## src/rtl/mips_pkg.sv

```systemverilog
// Opcode/funct constants, loader op-select encoding and FSM state type
// shared by the instruction encoder and the loader control.
package mips_pkg;

  typedef enum logic [3:0] {
    OP_ADD  = 4'd0,
    OP_SUB  = 4'd1,
    OP_AND  = 4'd2,
    OP_OR   = 4'd3,
    OP_SLT  = 4'd4,
    OP_ADDI = 4'd5,
    OP_LW   = 4'd6,
    OP_SW   = 4'd7,
    OP_BEQ  = 4'd8,
    OP_J    = 4'd9
  } op_sel_e;

  localparam logic [5:0] OPC_RTYPE = 6'b000000;
  localparam logic [5:0] OPC_ADDI  = 6'b001000;
  localparam logic [5:0] OPC_LW    = 6'b100011;
  localparam logic [5:0] OPC_SW    = 6'b101011;
  localparam logic [5:0] OPC_BEQ   = 6'b000100;
  localparam logic [5:0] OPC_J     = 6'b000010;

  localparam logic [5:0] FN_ADD = 6'b100000;
  localparam logic [5:0] FN_SUB = 6'b100010;
  localparam logic [5:0] FN_AND = 6'b100100;
  localparam logic [5:0] FN_OR  = 6'b100101;
  localparam logic [5:0] FN_SLT = 6'b101010;

  typedef enum logic [1:0] {
    ST_IDLE  = 2'd0,
    ST_WRITE = 2'd1,
    ST_FULL  = 2'd2
  } ld_state_e;

  function automatic logic [31:0] r_type(input logic [4:0] rs, input logic [4:0] rt,
                                         input logic [4:0] rd, input logic [5:0] funct);
    return {OPC_RTYPE, rs, rt, rd, 5'b00000, funct};
  endfunction

  function automatic logic [31:0] i_type(input logic [5:0] opc, input logic [4:0] rs,
                                         input logic [4:0] rt, input logic [15:0] imm);
    return {opc, rs, rt, imm};
  endfunction

endpackage

```

## src/rtl/instr_loader_if.sv

```systemverilog
// Request and instruction-memory write channels of the loader.
// slave = loader side, master = requester / memory side.
interface instr_loader_if #(
  parameter int AW = 8
);
  logic          in_valid;
  logic          in_ready;
  logic [3:0]    in_op;
  logic [4:0]    in_rs;
  logic [4:0]    in_rt;
  logic [4:0]    in_rd;
  logic [15:0]   in_imm;
  logic [25:0]   in_target;
  logic          mem_we;
  logic [AW-1:0] mem_addr;
  logic [31:0]   mem_wdata;
  logic          mem_ready;

  modport slave (
    input  in_valid, in_op, in_rs, in_rt, in_rd, in_imm, in_target, mem_ready,
    output in_ready, mem_we, mem_addr, mem_wdata
  );

  modport master (
    output in_valid, in_op, in_rs, in_rt, in_rd, in_imm, in_target, mem_ready,
    input  in_ready, mem_we, mem_addr, mem_wdata
  );
endinterface

```

## src/rtl/instr_pack.sv

```systemverilog
// Combinational MIPS encoder: op select + fields -> 32-bit word and legal flag.
module instr_pack
  import mips_pkg::*;
(
  input  logic [3:0]  op,
  input  logic [4:0]  rs,
  input  logic [4:0]  rt,
  input  logic [4:0]  rd,
  input  logic [15:0] imm,
  input  logic [25:0] target,
  output logic [31:0] word,
  output logic        legal
);

  always_comb begin
    word  = '0;
    legal = 1'b1;
    case (op)
      OP_ADD:  word = r_type(rs, rt, rd, FN_ADD);
      OP_SUB:  word = r_type(rs, rt, rd, FN_SUB);
      OP_AND:  word = r_type(rs, rt, rd, FN_AND);
      OP_OR:   word = r_type(rs, rt, rd, FN_OR);
      OP_SLT:  word = r_type(rs, rt, rd, FN_SLT);
      OP_ADDI: word = i_type(OPC_ADDI, rs, rt, imm);
      OP_LW:   word = i_type(OPC_LW, rs, rt, imm);
      OP_SW:   word = i_type(OPC_SW, rs, rt, imm);
      OP_BEQ:  word = i_type(OPC_BEQ, rs, rt, imm);
      OP_J:    word = {OPC_J, target};
      default: legal = 1'b0;
    endcase
  end

endmodule

```

## src/rtl/instr_loader.sv

```systemverilog
// Accepts instruction requests, encodes them and writes them sequentially
// into instruction memory, tracking fill level and illegal requests.
module instr_loader
  import mips_pkg::*;
#(
  parameter int AW = 8
) (
  input  logic           clk,
  input  logic           rst_n,
  input  logic           clear,
  instr_loader_if.slave  bus,
  output logic [AW:0]    count,
  output logic           full,
  output logic           illegal
);

  localparam logic [AW:0] LAST_CNT = {1'b0, {AW{1'b1}}};

  ld_state_e     state_q, state_d;
  logic          mem_we_q, mem_we_d;
  logic [AW-1:0] addr_q, addr_d;
  logic [31:0]   wdata_q, wdata_d;
  logic [AW:0]   count_q, count_d;
  logic          full_q, full_d;
  logic          illegal_q, illegal_d;

  logic [31:0]   enc_word;
  logic          enc_legal;
  logic          in_ready;

  instr_pack u_pack (
    .op     (bus.in_op),
    .rs     (bus.in_rs),
    .rt     (bus.in_rt),
    .rd     (bus.in_rd),
    .imm    (bus.in_imm),
    .target (bus.in_target),
    .word   (enc_word),
    .legal  (enc_legal)
  );

  // Ready is held low throughout reset and whenever a clear is requested.
  assign in_ready = rst_n && (state_q == ST_IDLE) && !clear;

  always_comb begin
    state_d   = state_q;
    mem_we_d  = mem_we_q;
    addr_d    = addr_q;
    wdata_d   = wdata_q;
    count_d   = count_q;
    full_d    = full_q;
    illegal_d = illegal_q;
    if (clear) begin
      state_d   = ST_IDLE;
      mem_we_d  = 1'b0;
      addr_d    = '0;
      count_d   = '0;
      full_d    = 1'b0;
      illegal_d = 1'b0;
    end else begin
      case (state_q)
        ST_IDLE: begin
          if (bus.in_valid) begin
            if (enc_legal) begin
              wdata_d  = enc_word;
              mem_we_d = 1'b1;
              state_d  = ST_WRITE;
            end else begin
              illegal_d = 1'b1;
            end
          end
        end
        ST_WRITE: begin
          if (bus.mem_ready) begin
            mem_we_d = 1'b0;
            count_d  = count_q + 1'b1;
            // Last location: address parks at the top instead of wrapping.
            if (count_q == LAST_CNT) begin
              full_d  = 1'b1;
              state_d = ST_FULL;
            end else begin
              addr_d  = addr_q + 1'b1;
              state_d = ST_IDLE;
            end
          end
        end
        ST_FULL: ;
        default: state_d = ST_IDLE;
      endcase
    end
  end

  always_ff @(posedge clk or negedge rst_n) begin
    if (!rst_n) begin
      state_q   <= ST_IDLE;
      mem_we_q  <= 1'b0;
      addr_q    <= '0;
      wdata_q   <= '0;
      count_q   <= '0;
      full_q    <= 1'b0;
      illegal_q <= 1'b0;
    end else begin
      state_q   <= state_d;
      mem_we_q  <= mem_we_d;
      addr_q    <= addr_d;
      wdata_q   <= wdata_d;
      count_q   <= count_d;
      full_q    <= full_d;
      illegal_q <= illegal_d;
    end
  end

  assign bus.in_ready  = in_ready;
  assign bus.mem_we    = mem_we_q;
  assign bus.mem_addr  = addr_q;
  assign bus.mem_wdata = wdata_q;
  assign count         = count_q;
  assign full          = full_q;
  assign illegal       = illegal_q;

endmodule
```

## src/flat_wrapper.sv

```systemverilog
// flat-port wrapper written by rule: the top's interface ports become plain ports
module instr_loader_flat import mips_pkg::*;
#(
  parameter int AW = 8
)
  (clk, rst_n, clear, count, full, illegal, bus_in_valid, bus_in_op, bus_in_rs, bus_in_rt, bus_in_rd, bus_in_imm, bus_in_target, bus_mem_ready, bus_in_ready, bus_mem_we, bus_mem_addr, bus_mem_wdata);
  instr_loader_if #(.AW(AW)) bus_i ();
  input  logic clk;
  input  logic rst_n;
  input  logic clear;
  output logic [AW:0] count;
  output logic full;
  output logic illegal;
  input wire logic [$bits(bus_i.in_valid)-1:0] bus_in_valid;
  input wire logic [$bits(bus_i.in_op)-1:0] bus_in_op;
  input wire logic [$bits(bus_i.in_rs)-1:0] bus_in_rs;
  input wire logic [$bits(bus_i.in_rt)-1:0] bus_in_rt;
  input wire logic [$bits(bus_i.in_rd)-1:0] bus_in_rd;
  input wire logic [$bits(bus_i.in_imm)-1:0] bus_in_imm;
  input wire logic [$bits(bus_i.in_target)-1:0] bus_in_target;
  input wire logic [$bits(bus_i.mem_ready)-1:0] bus_mem_ready;
  output wire logic [$bits(bus_i.in_ready)-1:0] bus_in_ready;
  output wire logic [$bits(bus_i.mem_we)-1:0] bus_mem_we;
  output wire logic [$bits(bus_i.mem_addr)-1:0] bus_mem_addr;
  output wire logic [$bits(bus_i.mem_wdata)-1:0] bus_mem_wdata;
  assign bus_i.in_valid = bus_in_valid;
  assign bus_i.in_op = bus_in_op;
  assign bus_i.in_rs = bus_in_rs;
  assign bus_i.in_rt = bus_in_rt;
  assign bus_i.in_rd = bus_in_rd;
  assign bus_i.in_imm = bus_in_imm;
  assign bus_i.in_target = bus_in_target;
  assign bus_i.mem_ready = bus_mem_ready;
  assign bus_in_ready = bus_i.in_ready;
  assign bus_mem_we = bus_i.mem_we;
  assign bus_mem_addr = bus_i.mem_addr;
  assign bus_mem_wdata = bus_i.mem_wdata;
  instr_loader #(.AW(AW)) u_core (.clk(clk), .rst_n(rst_n), .clear(clear), .bus(bus_i), .count(count), .full(full), .illegal(illegal));
endmodule
```

## config.mk

```make
export PLATFORM = sky130hd
export DESIGN_NAME = instr_loader_flat
export DESIGN_NICKNAME = d
export VERILOG_FILES = /design/src/rtl/mips_pkg.sv /design/src/rtl/instr_loader_if.sv /design/src/rtl/instr_pack.sv /design/src/rtl/instr_loader.sv /design/src/flat_wrapper.sv
export SDC_FILE = /design/constraint.sdc
export NUM_CORES = 1
export LEC_CHECK = 0
export BUFFER_PORTS_ARGS = -buffer_cell sky130_fd_sc_hd__buf_2
export CORE_MARGIN = 4
export CORE_UTILIZATION = 45
export DETAILED_ROUTE_END_ITERATION = 8
export GPL_ROUTABILITY_DRIVEN = 1
export PLACE_DENSITY_LB_ADDON = 0.2
export SYNTH_ARGS = -nofsm -noshare
export SYNTH_HDL_FRONTEND = slang
export SYNTH_SLANG_ARGS = --single-unit
```

## constraint.sdc

```tcl
create_clock -name clk -period 6.07 [get_ports clk]
set_input_delay 0.9105 -clock clk [delete_from_list [all_inputs] [get_ports clk]]
set_output_delay 0.9105 -clock clk [all_outputs]
set_load 0.02 [all_outputs]
```

=== Yosys cells after proc, flatten, opt, wreduce, memory -nomap -nowiden ===
Cells that the tools add are included.

* Flip-flop bits (word level): 54
* Bits of input ports: 66
* Word-level logic and storage cells: 75
* Output and inout bits: 53

* Eq/ne operators: 18
* Reduce and logical (&&, ||, !) cells: 19
* Muxes and demuxes: 28
* Add/sub/neg operators: 2
* Bitwise operators: 1

{| class="wikitable"
|+ Operators by type and width
! cell !! count
|-
| $pmux 32 s10 || 1
|-
| $mux 8 || 4
|-
| $mux 9 || 3
|-
| $eq 4x3->1 const B || 4
|-
| $mux 1 || 13
|-
| $reduce_and 4->1 || 3
|-
| $mux 2 || 5
|-
| $reduce_bool 2->1 || 5
|-
| $reduce_or 10->1 || 1
|-
| $add 9x1->9 const B || 1
|-
| $eq 9x8->1 const B || 1
|-
| $reduce_and 3->1 || 3
|-
| $add 8x1->8 const B || 1
|-
| $eq 4x2->1 const B || 2
|-
| $eq 4x4->1 const B || 2
|-
| $ne 2x2->1 const B || 3
|-
| $ne 3x3->1 const B || 2
|-
| $pmux 2 s3 || 1
|-
| $eq 4x1->1 const B || 1
|-
| $logic_not 4->1 || 1
|-
| $ne 3x2->1 const B || 1
|-
| $reduce_bool 3->1 || 1
|-
| $eq 2x1->1 const B || 1
|-
| $eq 2x2->1 const B || 1
|-
| 6 further kinds || 7
|}

=== Depth between registers and ports, before layout ===
* Depth after elaboration: 7
* Mapped depth: 8
* Gate-level depth less buffers: 8

=== Hierarchy ===
Synthesis repeated with hierarchy kept, for this count alone.

* Cell total of the unflattened synthesis: 254
* Area, all modules: 3024.2 um^2

{| class="wikitable"
|+ By module, submodules not included
! module !! area an instance (um^2) !! sequential area each (um^2) !! instances !! cells an instance
|-
| instr_loader || 2481.1 || 1351.3 || 1 || 185
|-
| instr_pack || 543.0 || 0.0 || 1 || 69
|}

=== Least setup slack after synthesis ===
OpenSTA, ideal clock, no wires.

* Kind: input-to-output
* Start point: in clear
* End point: out bus_in_ready
* Setup slack: 3292 ps
* Stages on the path: 2
* Path buffers: 1
* Arrival time: 1868 ps
* Required time: 5159 ps
* Cell sequence: clkbuf_1 -> nor4b_1

* Cells in the longest elaborated chain, start to end: 2

{| class="wikitable"
|+ Ends and longest elaborated chain
! what !! line !! text
|-
| start: declaration || flat_wrapper.sv:10 || <nowiki>input logic clear;</nowiki>
|-
| $logic_not 1->1 || instr_loader.sv:43 || <nowiki>assign in_ready = rst_n && (state_q == ST_IDLE) && !clear;</nowiki>
|-
| $logic_and 1x1->1 || instr_loader.sv:43 ||
|-
| end: declaration || flat_wrapper.sv:22 || <nowiki>output wire logic [$bits(bus_i.in_ready)-1:0] bus_in_ready;</nowiki>
|}

Every way passes these cells.

=== Worst setup path in the final report ===
* Start point: in rst_n
* End point: out bus_in_ready

* Cells in the longest elaborated chain, start to end: 2

{| class="wikitable"
|+ Ends and longest elaborated chain
! what !! line !! text
|-
| start: declaration || flat_wrapper.sv:9 || <nowiki>input logic rst_n;</nowiki>
|-
| $logic_and 1x1->1 (2 in series) || instr_loader.sv:43 ||
|}

Every way passes these cells.

==> reports/results.txt <==
outcome - complete, no violations
HP Class - reg2reg
post-CTS setup buffers - 0
number of diodes - 0
area share of the largest cell type after synthesis - 0.443
1st-iter DRT viols - 108
Post-CTS Resized - 0
synthesized flop and latch total - 52
Core ar. - 0.00635 mm²
FP Rows - 29
crit-path max FO - 53
reg2reg start - u_core.count[0]$_DFFE_PN0P_
Final Power - 0.906 mW
Critical Path Source - rst_n
die width - 88.7 µm
CTS Hold Buffers Added - 0
Post-synth EDFFs - 0
RSZ-0062 raised after global routing - false
layout cell share with drive strength beyond 1 - 0.328
Critical Path Source Type - input pin
die area - 0.00788 mm²
Area Growth Syn to Fin - 23.8%
Fin. Hold Viols - 0
type of the worst setup path - in2out
Routed WL per cell - 15.0 µm
worst vdd ir - 118 µV
Req. time, crit path - 5.16 ns
Clock Latency Late Sink - 0.31 ns
Setup TNS Final - 0 ns
hold_ws - 0.496 ns
post-synthesis area per instance - 9.31 µm²
GPL Wtd Cong - 0.838
post-DP HPWL - 5.22 mm
Num CTS Buffers - 5
static leakage - 1.68 nW
CTS H-tree depth - 2
gr ovfl total - 0
leading cell type in the layout, fill and taps excluded - buf_2
async set-reset flop share out of synthesis - 1.00
drt total wl - 7.37 mm
io pins - 119
most frequent cells in the layout - buf_2, dfrtp_1, nor2_1, a21oi_1, nand2_1
initial antenna violation count - 0
vias in the first global route - 2,559
Clock Skew - 0.00959 ns
Clk pin slew, worst setup/hold paths - 0.10 ns
Worst-Margin Slew - 0.793 ns
Peak Freq - 338 MHz
fin worst setup slack - 3.11 ns
worst path arrival time - 2.05 ns
Initial Utilization - 0.462
Max-Cap Viols - 0
Synth Flop Type - dfrtp_1
final worst path period share - 0.488
dpl ws - 3.06 ns
GRT Util Overall - 0.189
vias per cell - 5.46
Synth Cell Area - 0.00293 mm²
Clock Tree Buf Depth - 2
Syn. warnings - 0
Port Buf Inserts - 117
CTS tree - done
sequential share of the synthesized area - 0.443
Setup violations, final - 0
# nets final - 483
detailed-route via count - 2,687
Layout Utilization - 0.572
relative slew slack - 0.464
clock sink total - 52
Fill cells - 615
synth top area cells - dfrtp_1, nor2_1, a22oi_1
pwr/cell area - 250 mW/mm²
post-route ant nets - 0
1st-pass router iterations - 4
Mapped Cells - 315
fin crit period - 2.96 ns
area leader, netlist - dfrtp_1
largest net degree at the start of global routing - 61
Final Max Tran Viols - 0
root buf cell - clkbuf_8
synthesized net count - 384
Distinct cells, synth - 44
first-pass GRT wire length - 11.9 mm
Die H - 88.7 µm
nature of the critical path endpoint - primary output
drt drc - 0
startpoint of the worst hold path - u_core.bus.mem_wdata[24]$_DFFE_PN0P_
## layer usage
metal,GRT usage,up-vias,routed length (µm)
met1,0.251,1281,3330
met2,0.322,62,3550
met5,0,-,0
met4,0.0371,0,53
li1,-,1339,-
met3,0.0372,5,433
## cells in the mapped netlist (2+ instances only)
cell type  number
nand3b_1        2
a2bb2oi_1      11
a21oi_1        19
clkbuf_1       18
nand2b_1        5
nor2b_1        10
nand2_1        18
inv_1          16
o21ai_1         6
mux2_2          7
dfrtp_1        52
nor2_1         30
nand4_1         6
buf_2           5
nor4_1          3
xnor2_1         7
ha_1            3
o22a_1          9
o21ai_0         7
buf_4           2
and3b_1         2
o21a_1         10
buf_1           2
a31oi_1         7
nor3_1          4
a21o_1          2
nand3_1         4
o2bb2ai_1       5
and2_1          2
xor2_1          6
o221ai_1       10
a22oi_1        13
## worst paths after layout
check / endpoint / slack (ns) / cells past startpoint
min in group asynchronous: u_core.bus.mem_wdata[14]$_DFFE_PN0P_ / 0.71 / 2
max in group asynchronous: u_core.count[2]$_DFFE_PN0P_ / 4.91 / 2
min reg2reg: u_core.bus.mem_wdata[24]$_DFFE_PN0P_ / 0.50 / 1
min: u_core.bus.mem_wdata[24]$_DFFE_PN0P_ / 0.50 / 1
max: bus_in_ready / 3.11 / 4
max reg2reg: u_core.bus.mem_addr[4]$_DFFE_PN0P_ / 3.75 / 8
## report_power, final
group	total [mW]	internal [mW]	leakage [nW]	switching (mW)
combinational	0.246	0.0986	0.970	0.147
clock	0.244	0.125	0.0600	0.119
sequential	0.416	0.391	0.655	0.0252
total	0.906	0.615	1.68	0.291
## metrics by stage
stage          area (µm²)  cells
6_report             3630    492
5_1_grt              3630    492
4_1_cts              3630    492
3_5_place_dp         3520    484
3_3_place_gp         3520    484
2_1_floorplan        2930    315
## area by class of cell
cell class                      count  area, µm²  share of cell area
Sequential cell                    52       1300               0.358
Inverter                           16       60.1              0.0165
Tap cell                           77       96.3              0.0265
Clock inverter                      3       46.3              0.0127
Timing Repair Buffer              119        601               0.165
Clock buffer                        5       68.8              0.0190
Multi-Input combinational cell    220       1460               0.401
## registers in the layout (all words and copies together), names as in the netlist
signal                flops
u_core.bus.mem_addr       8
u_core.bus.mem_wdata     30
u_core.bus.mem_we         1
u_core.count              9
u_core.full               1
u_core.illegal            1
u_core.state_q            2
## cells by family after synthesis
logic type                 after synthesis  synth area share
other                                    1           0.00128
buffers and inverters                   43            0.0597
xor gates and xnor gates                13            0.0388
muxes                                    7            0.0269
DFF                                     52             0.443
adders and majority gates                3            0.0128
AOI/OAI and AO/OA                      102             0.253
and+or+nand+nor                         94             0.164
## worst max-delay path, cell delays in order
cell and delay [ns]:
buf_2 0.08, buf_4 0.52, nor4b_1 0.30, buf_2 0.22
No activity file was read; power rests on OpenSTA's default activity.
